$ cat config.mk
export PLATFORM = sky130hd
export DESIGN_NAME = bit_packer_ctrl_flat
export DESIGN_NICKNAME = d
export VERILOG_FILES = /design/src/rtl/bit_packer_ctrl_if.sv /design/src/rtl/bit_packer_ctrl.sv /design/src/flat_wrapper.sv
export SDC_FILE = /design/constraint.sdc
export NUM_CORES = 1
export LEC_CHECK = 0
export ABC_AREA = 1
export CAP_MARGIN = 20
export CORE_UTILIZATION = 45
export DETAILED_ROUTE_END_ITERATION = 10
export GPL_ROUTABILITY_DRIVEN = 1
export PLACE_DENSITY = 0.73
export SYNTH_ARGS = -nofsm -noshare
export SYNTH_HDL_FRONTEND = slang
export SYNTH_SLANG_ARGS = --single-unit
$ cat constraint.sdc
create_clock -name clk -period 5.4 [get_ports clk]
set_input_delay 0.81 -clock clk [delete_from_list [all_inputs] [get_ports clk]]
set_output_delay 0.81 -clock clk [all_outputs]
set_load 0.02 [all_outputs]
$ cat src/rtl/bit_packer_ctrl_if.sv
// Handshake and shifter bus for bit_packer_ctrl: code input, flush control,
// external barrel-shifter connection and packed-word output.
interface bit_packer_ctrl_if;
  logic        in_valid;
  logic        in_ready;
  logic [31:0] in_code;
  logic [4:0]  in_len;
  logic        flush_req;
  logic        flush_done;

  logic        shf_enable;
  logic [63:0] shf_pre_data;
  logic [5:0]  shf_pre_len;
  logic [31:0] shf_data_in;
  logic [4:0]  shf_len_in;
  logic [5:0]  shf_current_len;
  logic        shf_data_full;
  logic [31:0] shf_data_to_write;
  logic [63:0] shf_data_out;

  logic        out_valid;
  logic        out_ready;
  logic [31:0] out_data;
  logic        out_last;
  logic [2:0]  out_bytes;

  // slave: the packer itself; master: encoder, shifter and consumer side
  modport slave (
    input  in_valid, in_code, in_len, flush_req,
    input  shf_current_len, shf_data_full, shf_data_to_write, shf_data_out,
    input  out_ready,
    output in_ready, flush_done,
    output shf_enable, shf_pre_data, shf_pre_len, shf_data_in, shf_len_in,
    output out_valid, out_data, out_last, out_bytes
  );

  modport master (
    output in_valid, in_code, in_len, flush_req,
    output shf_current_len, shf_data_full, shf_data_to_write, shf_data_out,
    output out_ready,
    input  in_ready, flush_done,
    input  shf_enable, shf_pre_data, shf_pre_len, shf_data_in, shf_len_in,
    input  out_valid, out_data, out_last, out_bytes
  );
endinterface

$ cat src/rtl/bit_packer_ctrl.sv
// Drives an external 64-bit barrel shifter to pack LSB-first Huffman codes
// into 32-bit words, with residue feedback, output FIFO and end-of-block pad.
module bit_packer_ctrl #(
  parameter int FIFO_DEPTH = 4,
  parameter int FIFO_AW    = 2
) (
  input  logic             clk,
  input  logic             reset,
  bit_packer_ctrl_if.slave bus
);
  typedef enum logic [2:0] {
    S_IDLE, S_RUN, S_DRAIN, S_PAD, S_PADWAIT, S_DONE
  } state_t;

  typedef struct packed {
    logic [31:0] data;
    logic        last;
    logic [2:0]  bytes;
  } word_t;

  localparam logic [FIFO_AW+1:0] OCC_LIM  = (FIFO_AW+2)'(FIFO_DEPTH - 2);
  localparam logic [FIFO_AW:0]   FULL_CNT = (FIFO_AW+1)'(FIFO_DEPTH);

  state_t             r_state, w_state_nxt;
  logic               r_inflight;
  logic               r_pad_inflight;
  logic [2:0]         r_pad_bytes;
  logic [63:0]        r_res_data;
  logic [5:0]         r_res_len;
  word_t              r_mem [FIFO_DEPTH];
  logic [FIFO_AW-1:0] r_wr_ptr, r_rd_ptr;
  logic [FIFO_AW:0]   r_count;

  logic [FIFO_AW+1:0] w_occ;
  logic               w_room;
  logic               w_in_ready, w_accept, w_pad_issue, w_enable;
  logic [31:0]        w_mask;
  logic [4:0]         w_pad_len;
  logic               w_push, w_pop, w_out_valid;
  word_t              w_push_word, w_head;

  // Words already queued plus one that may still land from the shifter
  assign w_occ  = {1'b0, r_count} + {{(FIFO_AW+1){1'b0}}, r_inflight};
  assign w_room = (w_occ <= OCC_LIM);

  assign w_in_ready  = ~reset & ((r_state == S_IDLE) | (r_state == S_RUN)) & w_room;
  assign w_accept    = bus.in_valid & w_in_ready;
  assign w_pad_issue = ~reset & (r_state == S_PAD) & w_room;
  assign w_enable    = w_accept | w_pad_issue;

  assign w_mask    = (32'h1 << bus.in_len) - 32'h1;
  assign w_pad_len = 5'(6'd32 - r_res_len);

  assign bus.in_ready     = w_in_ready;
  assign bus.flush_done   = (r_state == S_DONE);
  assign bus.shf_enable   = w_enable;
  // Back-to-back issue takes the residue straight from the shifter result
  assign bus.shf_pre_data = r_inflight ? bus.shf_data_out    : r_res_data;
  assign bus.shf_pre_len  = r_inflight ? bus.shf_current_len : r_res_len;
  assign bus.shf_data_in  = w_accept ? (bus.in_code & w_mask) : 32'h0;
  assign bus.shf_len_in   = w_pad_issue ? w_pad_len : (w_accept ? bus.in_len : 5'd0);

  assign w_push      = r_inflight & bus.shf_data_full;
  assign w_out_valid = (r_count != '0);
  assign w_pop       = w_out_valid & bus.out_ready;

  always_comb begin
    w_push_word.data  = bus.shf_data_to_write;
    w_push_word.last  = r_pad_inflight;
    w_push_word.bytes = r_pad_inflight ? r_pad_bytes : 3'd4;
  end

  assign w_head        = r_mem[r_rd_ptr];
  assign bus.out_valid = w_out_valid;
  assign bus.out_data  = w_out_valid ? w_head.data  : 32'h0;
  assign bus.out_last  = w_out_valid ? w_head.last  : 1'b0;
  assign bus.out_bytes = w_out_valid ? w_head.bytes : 3'd0;

  always_comb begin
    w_state_nxt = r_state;
    unique case (r_state)
      S_IDLE: begin
        if (bus.flush_req)
          w_state_nxt = (w_accept || r_inflight || (r_res_len != 6'd0)) ? S_DRAIN : S_DONE;
        else if (w_accept)
          w_state_nxt = S_RUN;
      end
      S_RUN:     if (bus.flush_req) w_state_nxt = S_DRAIN;
      S_DRAIN:   if (!r_inflight) w_state_nxt = (r_res_len == 6'd0) ? S_DONE : S_PAD;
      S_PAD:     if (w_pad_issue) w_state_nxt = S_PADWAIT;
      S_PADWAIT: w_state_nxt = S_DONE;
      S_DONE:    w_state_nxt = S_IDLE;
      default:   w_state_nxt = S_IDLE;
    endcase
  end

  always_ff @(posedge clk) begin
    if (reset) begin
      r_state        <= S_IDLE;
      r_inflight     <= 1'b0;
      r_pad_inflight <= 1'b0;
      r_pad_bytes    <= 3'd0;
      r_res_data     <= 64'h0;
      r_res_len      <= 6'd0;
      r_wr_ptr       <= '0;
      r_rd_ptr       <= '0;
      r_count        <= '0;
    end else begin
      r_state        <= w_state_nxt;
      r_inflight     <= w_enable;
      r_pad_inflight <= w_pad_issue;
      if (w_pad_issue)
        r_pad_bytes <= 3'((r_res_len + 6'd7) >> 3);

      // Pad leaves the shifter empty; clear explicitly so the next block starts clean
      if (r_state == S_PADWAIT) begin
        r_res_data <= 64'h0;
        r_res_len  <= 6'd0;
      end else if (r_inflight) begin
        r_res_data <= bus.shf_data_out;
        r_res_len  <= bus.shf_current_len;
      end

      if (w_push) r_wr_ptr <= r_wr_ptr + FIFO_AW'(1);
      if (w_pop)  r_rd_ptr <= r_rd_ptr + FIFO_AW'(1);
      if (w_push && !w_pop)
        r_count <= r_count + (FIFO_AW+1)'(1);
      else if (!w_push && w_pop)
        r_count <= r_count - (FIFO_AW+1)'(1);

      assert (!(w_push && !w_pop && (r_count == FULL_CNT)));
    end
  end

  always_ff @(posedge clk) begin
    if (!reset && w_push)
      r_mem[r_wr_ptr] <= w_push_word;
  end
endmodule

$ cat src/flat_wrapper.sv
// flat-port wrapper written by rule: the top's interface ports become plain ports
module bit_packer_ctrl_flat 
#(
  parameter int FIFO_DEPTH = 4,
  parameter int FIFO_AW    = 2
)
  (clk, reset, bus_in_valid, bus_in_code, bus_in_len, bus_flush_req, bus_shf_current_len, bus_shf_data_full, bus_shf_data_to_write, bus_shf_data_out, bus_out_ready, bus_in_ready, bus_flush_done, bus_shf_enable, bus_shf_pre_data, bus_shf_pre_len, bus_shf_data_in, bus_shf_len_in, bus_out_valid, bus_out_data, bus_out_last, bus_out_bytes);
  bit_packer_ctrl_if bus_i ();
  input  logic clk;
  input  logic reset;
  input wire logic [$bits(bus_i.in_valid)-1:0] bus_in_valid;
  input wire logic [$bits(bus_i.in_code)-1:0] bus_in_code;
  input wire logic [$bits(bus_i.in_len)-1:0] bus_in_len;
  input wire logic [$bits(bus_i.flush_req)-1:0] bus_flush_req;
  input wire logic [$bits(bus_i.shf_current_len)-1:0] bus_shf_current_len;
  input wire logic [$bits(bus_i.shf_data_full)-1:0] bus_shf_data_full;
  input wire logic [$bits(bus_i.shf_data_to_write)-1:0] bus_shf_data_to_write;
  input wire logic [$bits(bus_i.shf_data_out)-1:0] bus_shf_data_out;
  input wire logic [$bits(bus_i.out_ready)-1:0] bus_out_ready;
  output wire logic [$bits(bus_i.in_ready)-1:0] bus_in_ready;
  output wire logic [$bits(bus_i.flush_done)-1:0] bus_flush_done;
  output wire logic [$bits(bus_i.shf_enable)-1:0] bus_shf_enable;
  output wire logic [$bits(bus_i.shf_pre_data)-1:0] bus_shf_pre_data;
  output wire logic [$bits(bus_i.shf_pre_len)-1:0] bus_shf_pre_len;
  output wire logic [$bits(bus_i.shf_data_in)-1:0] bus_shf_data_in;
  output wire logic [$bits(bus_i.shf_len_in)-1:0] bus_shf_len_in;
  output wire logic [$bits(bus_i.out_valid)-1:0] bus_out_valid;
  output wire logic [$bits(bus_i.out_data)-1:0] bus_out_data;
  output wire logic [$bits(bus_i.out_last)-1:0] bus_out_last;
  output wire logic [$bits(bus_i.out_bytes)-1:0] bus_out_bytes;
  assign bus_i.in_valid = bus_in_valid;
  assign bus_i.in_code = bus_in_code;
  assign bus_i.in_len = bus_in_len;
  assign bus_i.flush_req = bus_flush_req;
  assign bus_i.shf_current_len = bus_shf_current_len;
  assign bus_i.shf_data_full = bus_shf_data_full;
  assign bus_i.shf_data_to_write = bus_shf_data_to_write;
  assign bus_i.shf_data_out = bus_shf_data_out;
  assign bus_i.out_ready = bus_out_ready;
  assign bus_in_ready = bus_i.in_ready;
  assign bus_flush_done = bus_i.flush_done;
  assign bus_shf_enable = bus_i.shf_enable;
  assign bus_shf_pre_data = bus_i.shf_pre_data;
  assign bus_shf_pre_len = bus_i.shf_pre_len;
  assign bus_shf_data_in = bus_i.shf_data_in;
  assign bus_shf_len_in = bus_i.shf_len_in;
  assign bus_out_valid = bus_i.out_valid;
  assign bus_out_data = bus_i.out_data;
  assign bus_out_last = bus_i.out_last;
  assign bus_out_bytes = bus_i.out_bytes;
  bit_packer_ctrl #(.FIFO_DEPTH(FIFO_DEPTH), .FIFO_AW(FIFO_AW)) u_core (.clk(clk), .reset(reset), .bus(bus_i));
endmodule
==> results.json, run 1 <==
{
  "synth_edf_count": 144,
  "ff2ff_path_depth": 11,
  "p_int_mw": 4.56,
  "power_mw": 7.45,
  "hold_start": "u_core.r_rd_ptr[1]",
  "p_seq_frac": 0.297,
  "cts_buffer_depth": 3,
  "drv_cap": 0,
  "die_w_um": 155,
  "yosysUniqueCellTypes": 39,
  "switchingPower_mw": 2.90,
  "required_ns": 4.59,
  "rows": 55,
  "die_y_um": 155,
  "synth_compound_gate_area_share": 0.105,
  "path_max_fanout": 8,
  "cts_setup_buffers": 0,
  "relSlewSlack": 0.473,
  "cts_tree": "built",
  "tightest_slew_ns": 0.788,
  "r2r_slack_ns": 2.51,
  "grt_pass1_vias": 8573,
  "drc": 0,
  "grt_pass1_wl_um": 44800,
  "syn_to_final_growth_pct": 38.0,
  "grt_usage": 0.237,
  "antenna_found_initial": 1,
  "finalCritPeriodShare": 0.822,
  "overflow": 0,
  "hold_path_class": "reg -> reg",
  "synth_mux_area_frac": 0,
  "synth_area_um2": 10500,
  "clkSinkCount": 231,
  "worstSetupPathType": "in -> out",
  "wl_per_cell_um": 15.8,
  "nets": 1631,
  "p_comb_frac": 0.484,
  "power_leakage_nw": 5.94,
  "clockRootBuffer": "clkbuf_16",
  "pin_count": 292,
  "seq_area_frac_synth": 0.575,
  "setup_tns_ns": 0,
  "min_path_cells": 2,
  "grt_max_degree": 75,
  "synth_top_family_by_area": "simple AND/OR/NAND/NOR gates",
  "utilization": 0.639,
  "cts_hold_buffers": 0,
  "hpwl_um": 19500,
  "rsz0062_at_grt": "no",
  "vias_per_cell": 4.95,
  "final_max_slew_viol_count": 0,
  "reg2reg_to": "u_core.r_count[2]",
  "clock.fmax_mhz": 225,
  "drive_gt1_frac": 0.102,
  "status": "complete, no violations",
  "fin_skew_ns": 0.0286,
  "syn_inst": 1205,
  "power_switching_share": 0.389,
  "pre_cts_ws_ns": 1.04,
  "synth-seq-cells": 231,
  "clk_latency_ns": 0.53,
  "powerDensity_nw_per_um2": 512,
  "ant_nets": 0,
  "numPortBuffers": 289,
  "dpl_cell_area_um2": 13700,
  "diodes": 0,
  "cts-resized-gates": 0,
  "period_minus_slack_ns": 4.44,
  "via_count": 8949,
  "ys_warn_count": 0,
  "fin_ws_ns": 0.960,
  "initial_core_util": 0.463,
  "syn-mean-instance-area_um2": 8.75,
  "dr.pass1.iters": 5,
  "synth-simple-area-share": 0.231,
  "arrival_ns": 3.63,
  "hold_end": "u_core.r_rd_ptr[1]",
  "synth_xor_area_frac": 0.00665,
  "synth-adder-area-share": 0.0126,
  "async_flop_share": 0,
  "vdd_drop_max_mv": 0.388,
  "hold_viol_final": 0,
  "r2r_start": "u_core.r_count[1]",
  "drtIter0Drc": 606,
  "syn_nets": 1360,
  "htree_levels": 1,
  "clkTransAtPathRegs_ns": 0.06,
  "core_area_um2": 22800,
  "routed_wl_um": 28600,
  "die_area_um2": 24000,
  "worst_setup_path_end_kind": "output port",
  "clkPwrFrac": 0.219,
  "start_kind": "input pin",
  "globalplace.congestion": 0.911,
  "final_area_um2": 14500,
  "cts_made_buffers": 25,
  "setup_viol": 0,
  "mostFrequentLayoutCells": "289 x clkdlybuf4s50_1, 279 x nor2_1, 155 x o21ai_0",
  "final_common_cell": "clkdlybuf4s50_1",
  "synth-main-ff-cell": "edfxtp_1"
}
flip-flops by register name, indices dropped and copies added, names as in the netlist, named ones only:
name / flops
u_core.r_count: 3
u_core.r_inflight: 1
u_core.r_mem: 144
u_core.r_pad_bytes: 3
u_core.r_pad_inflight: 1
u_core.r_rd_ptr: 2
u_core.r_res_data: 64
u_core.r_res_len: 6
u_core.r_state: 3
u_core.r_wr_ptr: 2
cell usage after synthesis, types with 2 or more instances:
| master | instances | area, um^2 |
|---|---|---|
| a21oi_1 | 54 | 270 |
| buf_1 | 6 | 22.5 |
| buf_2 | 9 | 45.0 |
| buf_4 | 2 | 15.0 |
| clkbuf_1 | 43 | 161 |
| clkinv_1 | 2 | 7.51 |
| dfxtp_1 | 87 | 1740 |
| edfxtp_1 | 144 | 4320 |
| ha_1 | 9 | 113 |
| inv_1 | 121 | 454 |
| inv_2 | 4 | 15.0 |
| nand2_1 | 113 | 424 |
| nand2_2 | 3 | 18.8 |
| nand3_1 | 30 | 150 |
| nand3_2 | 2 | 20.0 |
| nand3b_1 | 2 | 15.0 |
| nand4_1 | 28 | 175 |
| nor2_1 | 283 | 1060 |
| nor2_2 | 5 | 31.3 |
| nor2_4 | 2 | 22.5 |
| nor3_1 | 7 | 35.0 |
| o21ai_0 | 155 | 776 |
| o22ai_1 | 2 | 12.5 |
| or2_2 | 71 | 444 |
| xor2_1 | 7 | 61.3 |
layer usage:
metal	part of all wire	up-vias	global-route usage
li1	-	4495	-
met1	0.41	4123	0.304
met2	0.48	300	0.399
met3	0.090	29	0.0694
met4	0.011	2	0.0410
met5	0.00042	-	0
how the worst max path moves through the flow:
stage                              from                   to  slack [ns]
after floorplan           bus_in_len[3]  bus_shf_data_in[24]        2.13
after global placement    bus_in_len[1]   bus_shf_data_in[8]        1.05
after detailed placement  bus_in_len[1]   bus_shf_data_in[8]        1.04
after CTS                 bus_in_len[1]   bus_shf_data_in[8]        1.01
after global routing      bus_in_len[1]   bus_shf_data_in[8]        0.79
final                     bus_in_len[1]   bus_shf_data_in[8]        0.96
cells by family after synthesis:
group           count (synthesis)
fa+ha+maj                      10
compound gates                217
simple gates                  550
flops                         231
xor+xnor                        8
buf+inv                       188
other cells                     1
cell type report:
| class | instances | area, um^2 |
|---|---|---|
| Timing Repair Buffer | 305 | 3030 |
| Sequential cell | 231 | 6070 |
| Fill cell | 1954 | 8230 |
| Tap cell | 313 | 392 |
| Clock inverter | 12 | 100 |
| Clock buffer | 34 | 693 |
| Inverter | 127 | 477 |
| Multi-Input combinational cell | 786 | 3790 |
worst max-delay path: stages:
cell	delay, ns
clkdlybuf4s50_1	0.56
nor2_2	0.34
nand3_1	0.18
nor2_1	0.12
inv_1	0.08
ha_1	0.23
nand3_2	0.15
inv_2	0.06
nand2_2	0.10
xor2_1	0.21
nand2_1	0.07
nor2_1	0.10
clkdlybuf4s50_1	0.61
power by group through the flow:
stage	registers (mW)	clock network, mW	logic, mW
floorplan	2.22	0	1.99
global placement	2.24	0	3.59
detailed placement	2.25	0	3.61
CTS	2.22	1.65	3.64
global route	2.24	1.73	3.92
finish	2.22	1.63	3.61
through the flow:
stage          cells  hold slack, ns
6_report        1808           0.473
5_1_grt         1808           0.496
4_1_cts         1807           0.469
3_5_place_dp    1761           0.461
3_3_place_gp    1761           0.452
2_1_floorplan   1205           0.436
Power figures use the tool's default switching activity.
==> run 2, diff against run 1 <==
--- a/config.mk
+++ b/config.mk
@@ -7,10 +7,10 @@
 export LEC_CHECK = 0
 export ABC_AREA = 1
 export CAP_MARGIN = 20
-export CORE_UTILIZATION = 45
+export CORE_UTILIZATION = 44
 export DETAILED_ROUTE_END_ITERATION = 10
 export GPL_ROUTABILITY_DRIVEN = 1
-export PLACE_DENSITY = 0.73
+export PLACE_DENSITY = 0.74
 export SYNTH_ARGS = -nofsm -noshare
 export SYNTH_HDL_FRONTEND = slang
 export SYNTH_SLANG_ARGS = --single-unit
==> constraint.sdc (replaced) <==
create_clock -name clk -period 3.55 [get_ports clk]
set_input_delay 0.5325 -clock clk [delete_from_list [all_inputs] [get_ports clk]]
set_output_delay 0.5325 -clock clk [all_outputs]
set_load 0.02 [all_outputs]
==> results.json, run 2 (synthesis results as in run 1) <==
{
  "status": "complete, no violations",
  "vdd_drop_max_mv": 0.552,
  "cts_hold_buffers": 0,
  "pre_cts_ws_ns": -0.00449,
  "worst_setup_path_end_kind": "output port",
  "wl_per_cell_um": 15.5,
  "antenna_found_initial": 0,
  "final_common_cell": "nor2_1",
  "grt_pass1_wl_um": 44200,
  "grt_max_degree": 75,
  "cp-startpoint": "bus_in_len[0]",
  "tightest_slew_ns": 0.866,
  "utilization": 0.635,
  "drtIter0Drc": 609,
  "die_y_um": 157,
  "path_max_fanout": 4,
  "die_w_um": 157,
  "largest_register_ffs": 144,
  "dpl_cell_area_um2": 14000,
  "initial_core_util": 0.449,
  "dp_cells": 1796,
  "mostFrequentLayoutCells": "276 x nor2_1, 266 x clkdlybuf4s50_1, 155 x o21ai_0",
  "vias_per_cell": 4.96,
  "hpwl_um": 19500,
  "clockRootBuffer": "clkbuf_16",
  "syn_to_final_growth_pct": 41.3,
  "dr.pass1.iters": 5,
  "ant_nets": 0,
  "setup_viol": 0,
  "clk_latency_ns": 0.52,
  "final_max_slew_viol_count": 0,
  "worstSetupPathType": "in -> out",
  "hold_path_class": "reg -> reg",
  "pin_count": 292,
  "cts_made_buffers": 24,
  "clock.fmax_mhz": 295,
  "fin_cells": 1841,
  "via_count": 9125,
  "final_area_um2": 14900,
  "rows": 56,
  "cts_tree": "built",
  "diodes": 0,
  "drive_gt1_frac": 0.122,
  "power_mw": 11.4,
  "powerDensity_nw_per_um2": 762,
  "core_area_um2": 23500,
  "fin_ws_ns": 0.164,
  "globalplace.congestion": 0.940,
  "hold_start": "u_core.r_rd_ptr[1]",
  "fin_skew_ns": 0.0149,
  "clkSinkCount": 231,
  "power_leakage_nw": 6.44,
  "period_minus_slack_ns": 3.39,
  "numPortBuffers": 289,
  "finalCritPeriodShare": 0.954,
  "rsz0062_at_grt": "no",
  "htree_levels": 1,
  "relSlewSlack": 0.421,
  "hold_viol_final": 0,
  "clkTransAtPathRegs_ns": 0.06,
  "nets": 1659,
  "required_ns": 3.02,
  "grt_pass1_vias": 8710,
  "routed_wl_um": 28500,
  "reg.largest.list": "u_core.r_mem (144), u_core.r_res_data (64), u_core.r_res_len (6)",
  "regMostFlops": "u_core.r_mem",
  "cts_buffer_depth": 3,
  "drv_cap": 0,
  "r2r_start": "u_core.r_count[1]",
  "grt_usage": 0.228,
  "die_area_um2": 24600,
  "arrival_ns": 2.85,
  "start_kind": "input pin",
  "drc": 0,
  "overflow": 0
}
## run 2: cell types whose count changed in the layout (fill, tap and decap cells not counted), moves of 4 or more
cell             previous run  this run
clkinv_1                    5         1
buf_12                      1         6
buf_4                      15        37
clkdlybuf4s50_1           289       266
dlymetal6s2s_1              0        20
## run 2: metal layers
layer,part of all wire,GRT usage
met2,0.48,0.399
met1,0.40,0.271
met4,0.022,0.0574
met3,0.094,0.0723
met5,0,0
## run 2: critical path, cell delays in order
cell and delay [ns]:
clkdlybuf4s50_1 0.47, buf_4 0.18, nand2_1 0.11, nor2_2 0.07, nand3_1 0.07, nand2_1 0.12
nor2_2 0.18, nand4_1 0.19, nand3b_1 0.22, nor2_1 0.10, clkdlybuf4s50_1 0.61
## run 2: final timing paths
check / end / slack, ns / depth (start not counted)
setup / recovery: bus_shf_data_in[27] / 0.16 / 11
hold / removal: register / 0.47 / 2
setup reg to reg: u_core.r_count[2] / 1.09 / 10
hold reg to reg: register / 0.47 / 2
## run 2: what timing repair did
action	4_1_cts	5_1_grt
gates resized for setup	5	29
setup buffers	0	1
pin swaps	0	0
endpoints found under the setup margin	14	96
## run 2: layout make-up
class	count	area, um^2
Clock buffer	39	721
Clock inverter	5	61.3
Fill cell	1980	8570
Inverter	127	485
Multi-Input combinational cell	786	3800
Sequential cell	231	6070
Tap cell	319	399
Timing Repair Buffer	334	3360
## run 2: stage by stage
stage                     TNS (ns)  hold WS, ns
after floorplan                  0        0.436
after detailed placement  -0.00449        0.461
after CTS                        0        0.472
after global placement           0        0.457
final                            0        0.467
after global routing             0        0.494
## run 2: where the power goes
part | switching, mW | internal (mW)
registers | 0.174 | 3.22
logic | 3.20 | 2.31
clock network | 0.992 | 1.46
total | 4.36 | 6.99
